File: config.mk
export PLATFORM = sky130hd
export DESIGN_NAME = fetch_ctrl
export DESIGN_NICKNAME = d
export VERILOG_FILES = /design/src/rtl/fetch_ctrl_pkg.sv /design/src/rtl/fetch_ctrl.sv
export SDC_FILE = /design/constraint.sdc
export NUM_CORES = 1
export LEC_CHECK = 0
export ABC_AREA = 1
export CAP_MARGIN = 30
export CORE_AREA = 2 2 130 132
export DETAILED_ROUTE_END_ITERATION = 6
export DIE_AREA = 0 0 132 134
export PLACE_DENSITY = 0.81
export SLEW_MARGIN = 20
export SYNTH_ARGS = -nofsm -noshare
export SYNTH_HDL_FRONTEND = slang
export SYNTH_SLANG_ARGS = --single-unit
File: constraint.sdc
create_clock -name clk -period 3.9 [get_ports clk]
set_input_delay 0.585 -clock clk [delete_from_list [all_inputs] [get_ports clk]]
set_output_delay 0.585 -clock clk [all_outputs]
set_load 0.03 [all_outputs]
File: src/rtl/fetch_ctrl_pkg.sv
// Shared definitions for the fetch sequencer: FSM states, issue encodings, bus widths.
package fetch_ctrl_pkg;

    localparam int unsigned INST_W = 32;
    localparam int unsigned PC_W   = 32;

    localparam logic [PC_W-1:0] RESET_PC_DEFAULT = 32'h0000_0000;

    typedef enum logic [1:0] {
        S_IDLE = 2'd0,
        S_REQ  = 2'd1,
        S_WAIT = 2'd2,
        S_DROP = 2'd3
    } state_t;

    localparam logic [1:0] ISSUE_NONE = 2'b00;
    localparam logic [1:0] ISSUE_ONE  = 2'b10;
    localparam logic [1:0] ISSUE_TWO  = 2'b11;

endpackage

File: src/rtl/fetch_ctrl.sv
// Fetch sequencer: owns the PC, the single-outstanding imem handshake and the
// credit-tracked write side of the instruction buffer, with branch redirect.
module fetch_ctrl
    import fetch_ctrl_pkg::*;
#(
    parameter logic [PC_W-1:0] RESET_PC  = RESET_PC_DEFAULT,
    parameter int unsigned     BUF_DEPTH = 4
) (
    input  logic              clk,
    input  logic              rst,
    input  logic              branch_flag,
    input  logic [PC_W-1:0]   branch_target,
    input  logic              launch_flag1,
    input  logic              launch_flag2,
    output logic              imem_req,
    output logic [PC_W-1:0]   imem_addr,
    input  logic              imem_gnt,
    input  logic              imem_rvalid,
    input  logic [63:0]       imem_rdata,
    output logic [1:0]        issue,
    output logic [INST_W-1:0] in1_inst,
    output logic [PC_W-1:0]   in1_pc,
    output logic [PC_W-1:0]   in1_npc,
    output logic [INST_W-1:0] in2_inst,
    output logic [PC_W-1:0]   in2_pc,
    output logic [PC_W-1:0]   in2_npc,
    output logic              stop
);

    localparam logic [3:0] DEPTH = 4'(BUF_DEPTH);

    state_t          state;
    logic [PC_W-1:0] pc;
    logic [2:0]      occ;

    logic [1:0] need;
    logic [1:0] launched;
    logic [1:0] issued;
    logic [3:0] free;
    logic       credit_ok;
    logic       fire;
    logic [3:0] occ_sum;
    logic [3:0] occ_sub;
    logic [2:0] occ_next;
    logic [3:0] pc_step;

    assign need      = pc[2] ? 2'd1 : 2'd2;
    assign launched  = launch_flag2 ? 2'd2 : (launch_flag1 ? 2'd1 : 2'd0);
    assign free      = DEPTH - {1'b0, occ};
    assign credit_ok = free >= {2'b00, need};
    assign pc_step   = pc[2] ? 4'd4 : 4'd8;

    // Response is written only when neither reset nor a redirect squashes it.
    assign fire = rst && !branch_flag && (state == S_WAIT) && imem_rvalid;

    assign imem_req  = (state == S_REQ);
    assign imem_addr = {pc[PC_W-1:3], 3'b000};
    assign stop      = (state == S_IDLE) && !credit_ok;

    always_comb begin
        issue    = ISSUE_NONE;
        in1_inst = '0;
        in1_pc   = '0;
        in1_npc  = '0;
        in2_inst = '0;
        in2_pc   = '0;
        in2_npc  = '0;
        if (fire) begin
            in1_pc  = pc;
            in1_npc = pc + 32'd4;
            if (!pc[2]) begin
                issue    = ISSUE_TWO;
                in1_inst = imem_rdata[31:0];
                in2_inst = imem_rdata[63:32];
                in2_pc   = pc + 32'd4;
                in2_npc  = pc + 32'd8;
            end else begin
                issue    = ISSUE_ONE;
                in1_inst = imem_rdata[63:32];
            end
        end
    end

    // Occupancy floors at zero and saturates at the buffer depth.
    always_comb begin
        issued  = 2'(issue[1]) + 2'(issue[0]);
        occ_sum = {1'b0, occ} + {2'b00, issued};
        occ_sub = (occ_sum < {2'b00, launched}) ? 4'd0 : occ_sum - {2'b00, launched};
        occ_next = (occ_sub > DEPTH) ? DEPTH[2:0] : occ_sub[2:0];
    end

    always_ff @(posedge clk) begin
        if (!rst) begin
            state <= S_IDLE;
            pc    <= RESET_PC;
            occ   <= '0;
        end else begin
            assert ({1'b0, occ} <= DEPTH);
            if (branch_flag) begin
                pc  <= branch_target;
                occ <= '0;
                case (state)
                    S_IDLE: state <= S_IDLE;
                    S_REQ:  state <= imem_gnt ? S_DROP : S_IDLE;
                    S_WAIT: state <= imem_rvalid ? S_IDLE : S_DROP;
                    S_DROP: state <= imem_rvalid ? S_IDLE : S_DROP;
                    default: state <= S_IDLE;
                endcase
            end else begin
                occ <= occ_next;
                case (state)
                    S_IDLE: if (credit_ok) state <= S_REQ;
                    S_REQ:  if (imem_gnt) state <= S_WAIT;
                    S_WAIT: begin
                        if (imem_rvalid) begin
                            pc    <= pc + {28'b0, pc_step};
                            state <= S_IDLE;
                        end
                    end
                    S_DROP: if (imem_rvalid) state <= S_IDLE;
                    default: state <= S_IDLE;
                endcase
            end
        end
    end

endmodule
==> results by group, run 1 <==
Outcome
  – Status: complete, but fails checks
  – Failing checks: design-rule violations

Yosys
  – Most numerous cell in the Yosys netlist: nand2_1
  – Synth cell types: 36
  – Ys Warns: 0
  – Synth top area cells: dfxtp_1 14%, nand2_1 14%, nor2_1 12%
  – Seq cells post-synth: 37
  – Synth top cells by count: 184 x nand2_1, 164 x nor2_1, 129 x inv_1, 89 x o21ai_0, 54 x a21oi_1
  – Number of flops mapped to enable cells by yosys: 0
  – Netlist Area Pre-Place: 0.00511 mm^2
  – Seq/Total Area, Yosys: about 14%
  – Avg Cell Area, Syn: approximately 5.5 um^2
  – FFs w/ async S/R, synth: 0%
  – Synth Flop Type: dfxtp_1
  – Yosys top cell area share: 14.5%
  – Cell taking the most area after synthesis: dfxtp_1
  – Cells after Synth: just over 900

Global route
  – Initial antenna violation count: 0
  – First-pass GRT wire length: around 37,000 um
  – Largest net degree at the start of global routing: between 40 and 50
  – Overall routing resource usage: 26.5%
  – Vias in the first global route: approximately 6,700
  – GR Overflow Total: 0

Critical path
  – Worst R2R Path Depth: 17
  – Crit Path Max Fanout: 33
  – Worst EP required: ~3.3 ns
  – Startpoint class of the critical path: input port
  – Slowest Stage Delay on Critical Path: ~0.53 ns
  – Slowest-stage cell, CP: clkdlybuf4s50_1
  – Critical Path, Cell by Cell: clkdlybuf4s50_1 > nand3_2 > inv_1 > nand2_2 > nor2_2 > inv_1 > o21ai_0 > buf_12
  – Worst path most repeated cell: inv_1
  – Setup crit end kind: output pin
  – Worst EP arrival: 3.05 ns
  – Kind of critical path: in2out

Power and ir drop
  – Sequential fraction of design power: between 30% and 40%
  – P_sw: around 440 uW
  – Clock power share: approximately a third
  – Power per cell area: 145 mW/mm^2
  – Sw Ratio: between 30% and 40%
  – Total Power: approximately 1.3 mW
  – Pint: approximately 830 uW
  – Max IR drop VDD: 0.000140 V
  – Leak Pwr: approximately 3.8 nW
  – Power share of the combinational group: 32.9%

Final layout
  – Syn-to-layout area delta: 71.3%
  – Diode count: 0
  – Design area: roughly 0.0088 mm^2
  – Multi-input logic area: about 0.0034 mm^2
  – Reg area: approximately 740 um^2
  – Layout net count: roughly 1,300
  – Layout cells sized above 1: between 20% and 30%
  – Fillers: 1,580

CTS
  – CTS tree: yes
  – Post_cts resized: 0
  – H-tree levels: 2
  – CTS Buf Count: 5
  – CTS root buffer: clkbuf_16
  – Clk buf depth: 2
  – Sink Count: 37
  – Clock Latency Late Sink: around 0.28 ns
  – Clock-pin slew on the worst setup and hold paths: around 0.060 ns
  – Hold-fix buffers at CTS: 0
  – Postcts setup bufs: 0

Die
  – Row count: 47
  – Die area: around 0.018 mm^2
  – Die span in x: about 130 um
  – Area of the core: between 0.015 and 0.02 mm^2
  – Initial Util: 31.4%
  – Io pins: approximately 330
  – Die height: 134 um

Place
  – GPL Wtd Cong: around 0.9
  – DP Wirelength: between 20,000 and 25,000 um
  – Port bufs: between 300 and 400
  – Placement Cell Area: 0.00862 mm^2

Run
  – Max cap viols: 0

Drt
  – DRC viols: 2
  – Mean number of vias per cell: 4.98
  – Avg WL per Cell: 17.5 um
  – DRT antenna net count: 0
  – Initial DRC count: roughly 540
  – DR vias: 7,099
  – Final wirelength: roughly 25,000 um
  – First-pass iteration count of the detailed router: 7

STA
  – Final worst path period need: between 3 and 4 ns
  – Setup Skew: slightly above 0.005 ns
  – Fin crit share: 93.3%
  – Max-slew violation count: 0
  – FMAX: 0.275 GHz
  – Final TNS setup: 0 ns
  – # setup viols final: 0
  – Fin. Hold Viols: 0
  – RSZ-0062 raised after global routing: no
  – Least-Margin Pin Slew: 0.895 ns
  – Max transition margin: about two fifths

Min path
  – Hold Crit Depth: 2
  – Worst Hold Class: reg2reg
==> sequential cells by signal, summed over array words and instances, names as in the netlist <==
name,cells
state,2
pc,32
occ,3
==> power by group through the flow <==
stage | sequential (mW) | combinational (mW) | clock (mW)
2_1_floorplan | 0.436 | 0.233 | 0
3_3_place_gp | 0.453 | 0.411 | 0
3_5_place_dp | 0.453 | 0.416 | 0
4_1_cts | 0.445 | 0.417 | 0.407
5_1_grt | 0.450 | 0.453 | 0.421
6_report | 0.446 | 0.419 | 0.407
==> final timing paths <==
check	end	slack, ns	startpoint
max	in1_inst[31]	0.26	imem_rvalid
min	pc[0]	0.48	pc[0]
max reg2reg	occ[0]	0.98	state[0]
min reg2reg	pc[0]	0.48	pc[0]
==> cell usage in the layout, fill, tap and decap left out, drive strengths merged, types with 3 or more instances in the layout <==
| cell type | count |
|---|---|
| buf | 206 |
| nand2 | 199 |
| clkbuf | 8 |
| a21oi | 54 |
| nor4 | 4 |
| o211ai | 3 |
| nand3 | 45 |
| dfxtp | 37 |
| ha | 10 |
| nor2 | 193 |
| nor3 | 31 |
| conb | 4 |
| xor2 | 18 |
| o21ai | 92 |
| nand4 | 9 |
| a31oi | 8 |
| inv | 136 |
| clkdlybuf4s50 | 136 |
==> per-stage QoR <==
step,setup WS (ns),cells,utilization (%),hold WS (ns)
after floorplan,0.871,932,-,0.450
after global placement,0.384,1417,52.9,0.471
after detailed placement,0.243,1417,52.9,0.481
after CTS,0.244,1425,53.8,0.489
after global routing,0.120,1425,53.8,0.517
final,0.261,1425,53.8,0.478
==> critical path, delay by kind of cell <==
family	cells	cell delay [ns]
AO/OA/AOI/OAI	1	0.51
AND/OR/NAND/NOR	3	0.61
buffers and inverters	4	1.33
==> area by class of cell <==
cell class	instances	area share (%)
inverters	137	5.87
flip-flops and latches	37	8.46
repair buffers	342	42.1
clock buffers	8	1.56
multi-input cells	681	38.9
well taps	220	3.14
==> routing by layer <==
layer  vias up  global-route usage [%]  part of all wire (%)
met2       431                    50.2                    51
met3        53                    5.67                   9.1
met1      3174                    29.8                    37
met5         -                       0                     0
li1       3441                       -                     -
met4         0                    7.55                   2.5
==> logic make-up after synthesis <==
group,synth area share (%)
flops,14.5
buf+inv,19.2
compound gates,16.8
xor+xnor,3.43
other cells,0.0733
fa+ha+maj,3.23
simple gates,42.8
No activity file was read; power rests on OpenSTA's default activity.
==> inputs of run 2 (changes only) <==
==> constraint.sdc (replaced) <==
create_clock -name clk -period 4.15 [get_ports clk]
set_input_delay 0.6225 -clock clk [delete_from_list [all_inputs] [get_ports clk]]
set_output_delay 0.6225 -clock clk [all_outputs]
set_load 0.03 [all_outputs]
==> run 2 against run 1 <==
The flow now finishes without violations. Utilization fell by 0.20 points. Die area did not move. Critical path depth rose by 1. Setup slack improved by 0.19 ns. Sequential power fell by 5.8%. Clock skew rose by 0.0048 ns. Highest routed layer unchanged.
==> results by group, run 2 (synthesis results as in run 1) <==
Outcome
  – Status: finished clean

STA
  – Hold_ws: 0.481 ns
  – Max-slew violation count: 0
  – RSZ-0062 raised after global routing: no
  – Setup Skew: 0.00988 ns
  – Final TNS setup: 0 ns
  – Least-Margin Pin Slew: between 0.7 and 0.8 ns
  – Worst setup margin: around 0.45 ns
  – Final worst path period need: 3.70 ns
  – Max transition margin: around 47%
  – FMAX: between 0.2 and 0.3 GHz
  – Fin. Hold Viols: 0
  – # setup viols final: 0
  – Fin crit share: between 80% and 90%

Die
  – Die height: around 130 um
  – Die span in x: 132 um
  – Initial Util: between 30% and 40%
  – Area of the core: roughly 0.016 mm^2
  – Row count: 47
  – Io pins: between 300 and 400
  – Die area: about 0.018 mm^2

Power and ir drop
  – Leak Pwr: roughly 3.7 nW
  – Max IR drop VDD: roughly 0.00017 V
  – Power per cell area: around 140 mW/mm^2

Critical path
  – Kind of critical path: in2out
  – R2R Setup Slk: between 1 and 1.5 ns
  – Worst EP required: between 3 and 4 ns
  – Critical Path Start: imem_rvalid
  – R2R Path Start: state[0]
  – Worst EP arrival: slightly above 3 ns
  – Crit Path Max Fanout: 33
  – Startpoint class of the critical path: input port
  – Setup crit end kind: output pin

Final layout
  – Layout cells sized above 1: 21.6%
  – Diode count: 0
  – Fillers: about 1,600
  – Biggest regs: pc: 32 flops, occ: 3 flops, state: 2 flops
  – Reg area: around 740 um^2
  – Top reg by flops: pc
  – Max FFs per register: 32
  – Multi-input logic area: around 0.0034 mm^2
  – Most frequent cells in the layout: 183 x nand2_1, 164 x nor2_1, 144 x clkdlybuf4s50_1, 135 x buf_4, 129 x inv_1
  – Layout net count: between 1,000 and 1,500
  – Most common cell after layout, fill and taps aside: nand2_1
  – Syn-to-layout area delta: 70.6%

CTS
  – Postcts setup bufs: 0
  – Hold-fix buffers at CTS: 0
  – Post_cts resized: 0
  – Clk buf depth: 2
  – CTS tree: yes
  – Sink Count: 37
  – CTS Buf Count: 5
  – CTS root buffer: clkbuf_16
  – Clock-pin slew on the worst setup and hold paths: roughly 0.060 ns
  – H-tree levels: 2
  – Clock Latency Late Sink: between 0.2 and 0.3 ns

Place
  – DP Wirelength: between 15,000 and 20,000 um
  – Port bufs: 326
  – GPL Wtd Cong: 0.917
  – Post-Place Setup Slack: 0.436 ns

Drt
  – First-pass iteration count of the detailed router: 5
  – Initial DRC count: 627
  – DRT antenna net count: 0
  – DRC viols: 0
  – Final wirelength: 24,700 um
  – Mean number of vias per cell: roughly 5
  – DR vias: about 7,100
  – Avg WL per Cell: around 17 um

Global route
  – Overall routing resource usage: 26.3%
  – Vias in the first global route: ~6,600
  – Largest net degree at the start of global routing: about 70
  – GR Overflow Total: 0
  – Initial antenna violation count: 0
  – First-pass GRT wire length: approximately 37,000 um

Run
  – Max cap viols: 0

Min path
  – Worst Hold Class: reg2reg
  – Worst min-delay path startpoint: pc[0]
## run 2: cell count changes in the layout (fill, tap and decap cells not counted), sizes merged
cell           previous run  this run
buf                     206       193
clkdlybuf4s50           136       144
clkbuf                    8         5
bufinv                    0         1
clkinv                    1         2
clkinvlp                  0         1
## run 2: path summary, 6_finish.rpt
kind	endpoint	cells after the start
min	pc[0]	2
min reg2reg	pc[0]	2
max reg2reg	occ[1]	16
max	in1_inst[13]	9
## run 2: report_power, final
| part | leakage [nW] | switching, mW | total (mW) | internal, mW |
|---|---|---|---|---|
| sequential | 0.305 | 0.0429 | 0.420 | 0.377 |
| clock | 0.0800 | 0.171 | 0.456 | 0.285 |
| combinational | 3.36 | 0.212 | 0.388 | 0.175 |
## run 2: cell type report
cell class,instances,share of cell area [%]
inverters,137,5.89
multi-input cells,681,39.1
repair buffers,337,41.4
well taps,220,3.15
flip-flops and latches,37,8.49
clock inverters,3,0.531
clock buffers,5,1.43
## run 2: critical path, cell delays in order
cell             delay [ns]
clkdlybuf4s50_1        0.53
nand3_2                0.15
inv_1                  0.15
nand2_2                0.12
buf_4                  0.23
nor2_2                 0.21
inv_1                  0.38
o21ai_0                0.47
buf_12                 0.17
## run 2: stage by stage
| step | util, % | power (mW) | cell area, um^2 | cells |
|---|---|---|---|---|
| after floorplan | - | 0.628 | 5120 | 932 |
| after global placement | 52.5 | 0.808 | 8550 | 1412 |
| after detailed placement | 52.5 | 0.812 | 8550 | 1412 |
| after CTS | 53.6 | 1.27 | 8730 | 1420 |
| after global routing | 53.6 | 1.32 | 8730 | 1420 |
| final | 53.6 | 1.26 | 8730 | 1420 |
## run 2: metal layers
layer / share of wire (%) / track usage (%) / up-vias
met2: 51 / 49.7 / 374
met1: 38 / 30.1 / 3227
met5: 0 / 0 / -
met3: 8.3 / 4.99 / 43
met4: 2.3 / 7.00 / 0
li1: - / - / 3431
==> patch (settings of run 1) <==
The 4 states of `state_t` get a one-hot encoding in 4 bits.
--- a/src/rtl/fetch_ctrl_pkg.sv
+++ b/src/rtl/fetch_ctrl_pkg.sv
@@ -6,11 +6,11 @@
 
     localparam logic [PC_W-1:0] RESET_PC_DEFAULT = 32'h0000_0000;
 
-    typedef enum logic [1:0] {
-        S_IDLE = 2'd0,
-        S_REQ  = 2'd1,
-        S_WAIT = 2'd2,
-        S_DROP = 2'd3
+    typedef enum logic [3:0] {
+        S_IDLE = 4'b0001,
+        S_REQ  = 4'b0010,
+        S_WAIT = 4'b0100,
+        S_DROP = 4'b1000
     } state_t;
 
     localparam logic [1:0] ISSUE_NONE = 2'b00;
Check against the original RTL: no difference found for any inputs over 4 cycles, from zero or initial values and one cycle with rst low; so few cycles prove little.
==> patch against run 1 <==
Sequential power rose by 4.7%. Sequential cell count rose by 2. Area after synthesis rose by 1.8%. Power rose by 2.9%. Non-clock buffer count fell by 2. Setup slack improved by 0.26 ns. Final area fell by 2.4%. Routed wire length fell by 3.5%. Critical path type unchanged.
==> patch: results (changes against run 1) <==
[yosys]
syn_avg_cell_area_um2 = 5.416  ; was 5.504 um^2
ys_seq_area_share_pct = 15.00  ; was 14.48%
synth_top_area_share_pct = 15.00  ; was 14.48%
synth.area.top_cells = dfxtp_1 15%, nor2_1 14%, nand2_1 14%  ; was dfxtp_1 14%, nand2_1 14%, nor2_1 12%
synthDistinctLibCells = 40  ; was 36

[finish]
fillers = 1626  ; was 1,580
nets = 1343  ; was 1,319
buffers = 340  ; was 342
buf_share_pct = 40.05  ; was 42.06%
regArea_um2 = 780.7  ; was 740.7 um^2
num-multi-input-gates = 698  ; was 681
clk_share_pct = 1.815  ; was 1.557%
final_util_pct = 52.47  ; was 53.77%
reg.largest.list = pc (32), state (4), occ (3)  ; was pc (32), occ (3), state (2)
seq_cell_count = 39  ; was 37
nNonClkInverters = 143  ; was 137
clkbuf_count = 6  ; was 8
multi_input_area_share_pct = 39.50  ; was 38.91%

[timing]
finClkSkew_ns = 0.004094  ; was 0.005035 ns
hold-worst-slack_ns = 0.4865  ; was 0.4785 ns
min_period_over_period_pct = 86.62  ; was 93.30%
worst_pin_slew_ns = 0.6733  ; was 0.8946 ns

[placement]
dp_hpwl_mm = 18.76  ; was 20.11 mm
postPlaceCellArea_um2 = 8392  ; was 8622 um^2
gp_congestion = 0.9714  ; was 0.9214
dp_slack_ns = 0.3235  ; was 0.2432 ns
dp.cells = 1440  ; was 1,417
port-buffer-count = 326  ; unchanged

[worst_setup_path]
slowest_delay_ns = 0.56  ; was 0.53 ns
cp_max_fo = 49  ; was 33
reg2reg_from = state[1]  ; was state[0]
critPathLaunch = rst  ; was imem_rvalid
rrSetupSlack_ns = 1.09  ; was 0.98 ns
cp_data_arrival_time_ns = 2.79  ; was 3.05 ns
r2r-end = occ[1]  ; was occ[0]

[global_routing]
grt_max_degree = 50  ; was 49
grt_usage_pct = 25.91  ; was 26.53%
antenna_found_initial = 1  ; was 0
grt_pass1_wl_mm = 36.74  ; was 37.38 mm
grt_pass1_vias = 6444  ; was 6,668

[power_and_ir_drop]
pwr-share-seq_pct = 35.7  ; was 35.1%
internal_power_uw = 855.6  ; was 829.0 uW
static-leakage-power_nw = 3.725  ; was 3.778 nW
switching_share_pct = 34.61  ; was 34.79%
pg_clk_uw = 456  ; was 407 uW
vdd_drop_max_mv = 0.1488  ; was 0.1397 mV

[route]
drc = 0  ; was 2
vias = 7148  ; was 7,099
routedWlPerCell_um = 16.64  ; was 17.53 um
via_per_inst = 4.936  ; was 4.982
drt_first_pass_iters = 5  ; was 7
drt_iter0_drc = 676  ; was 538

[clocking]
clk_latency_ns = 0.30  ; was 0.28 ns

[run_status]
status = completed  ; was complete, but fails checks

## patch: changes by cell type after synthesis, sizes merged, moves of 4 or more
| cell | delta |
|---|---|
| inv | +7 |
| nand3 | +8 |
| xor2 | +5 |
| buf | +4 |
| nor2 | +19 |
| o21ai | -15 |
## patch: logic make-up after synthesis
family	count (synthesis)	synth area share, %
flip-flops	39	15.00
AND/OR/NAND/NOR	512	42.36
other	1	0.07205
buffers and inverters	227	20.41
XOR/XNOR	25	4.207
AO/OA/AOI/OAI	144	14.54
adder cells (fa/ha/maj)	13	3.413
## patch: metal layers
| layer | track usage, % | routed length, um | vias up |
|---|---|---|---|
| met2 | 43.66 | 11500 | 382 |
| met5 | 0 | 11 | - |
| met1 | 34.13 | 9850 | 3248 |
| met3 | 5.556 | 2431 | 23 |
| met4 | 5.435 | 310 | 2 |
| li1 | - | - | 3493 |
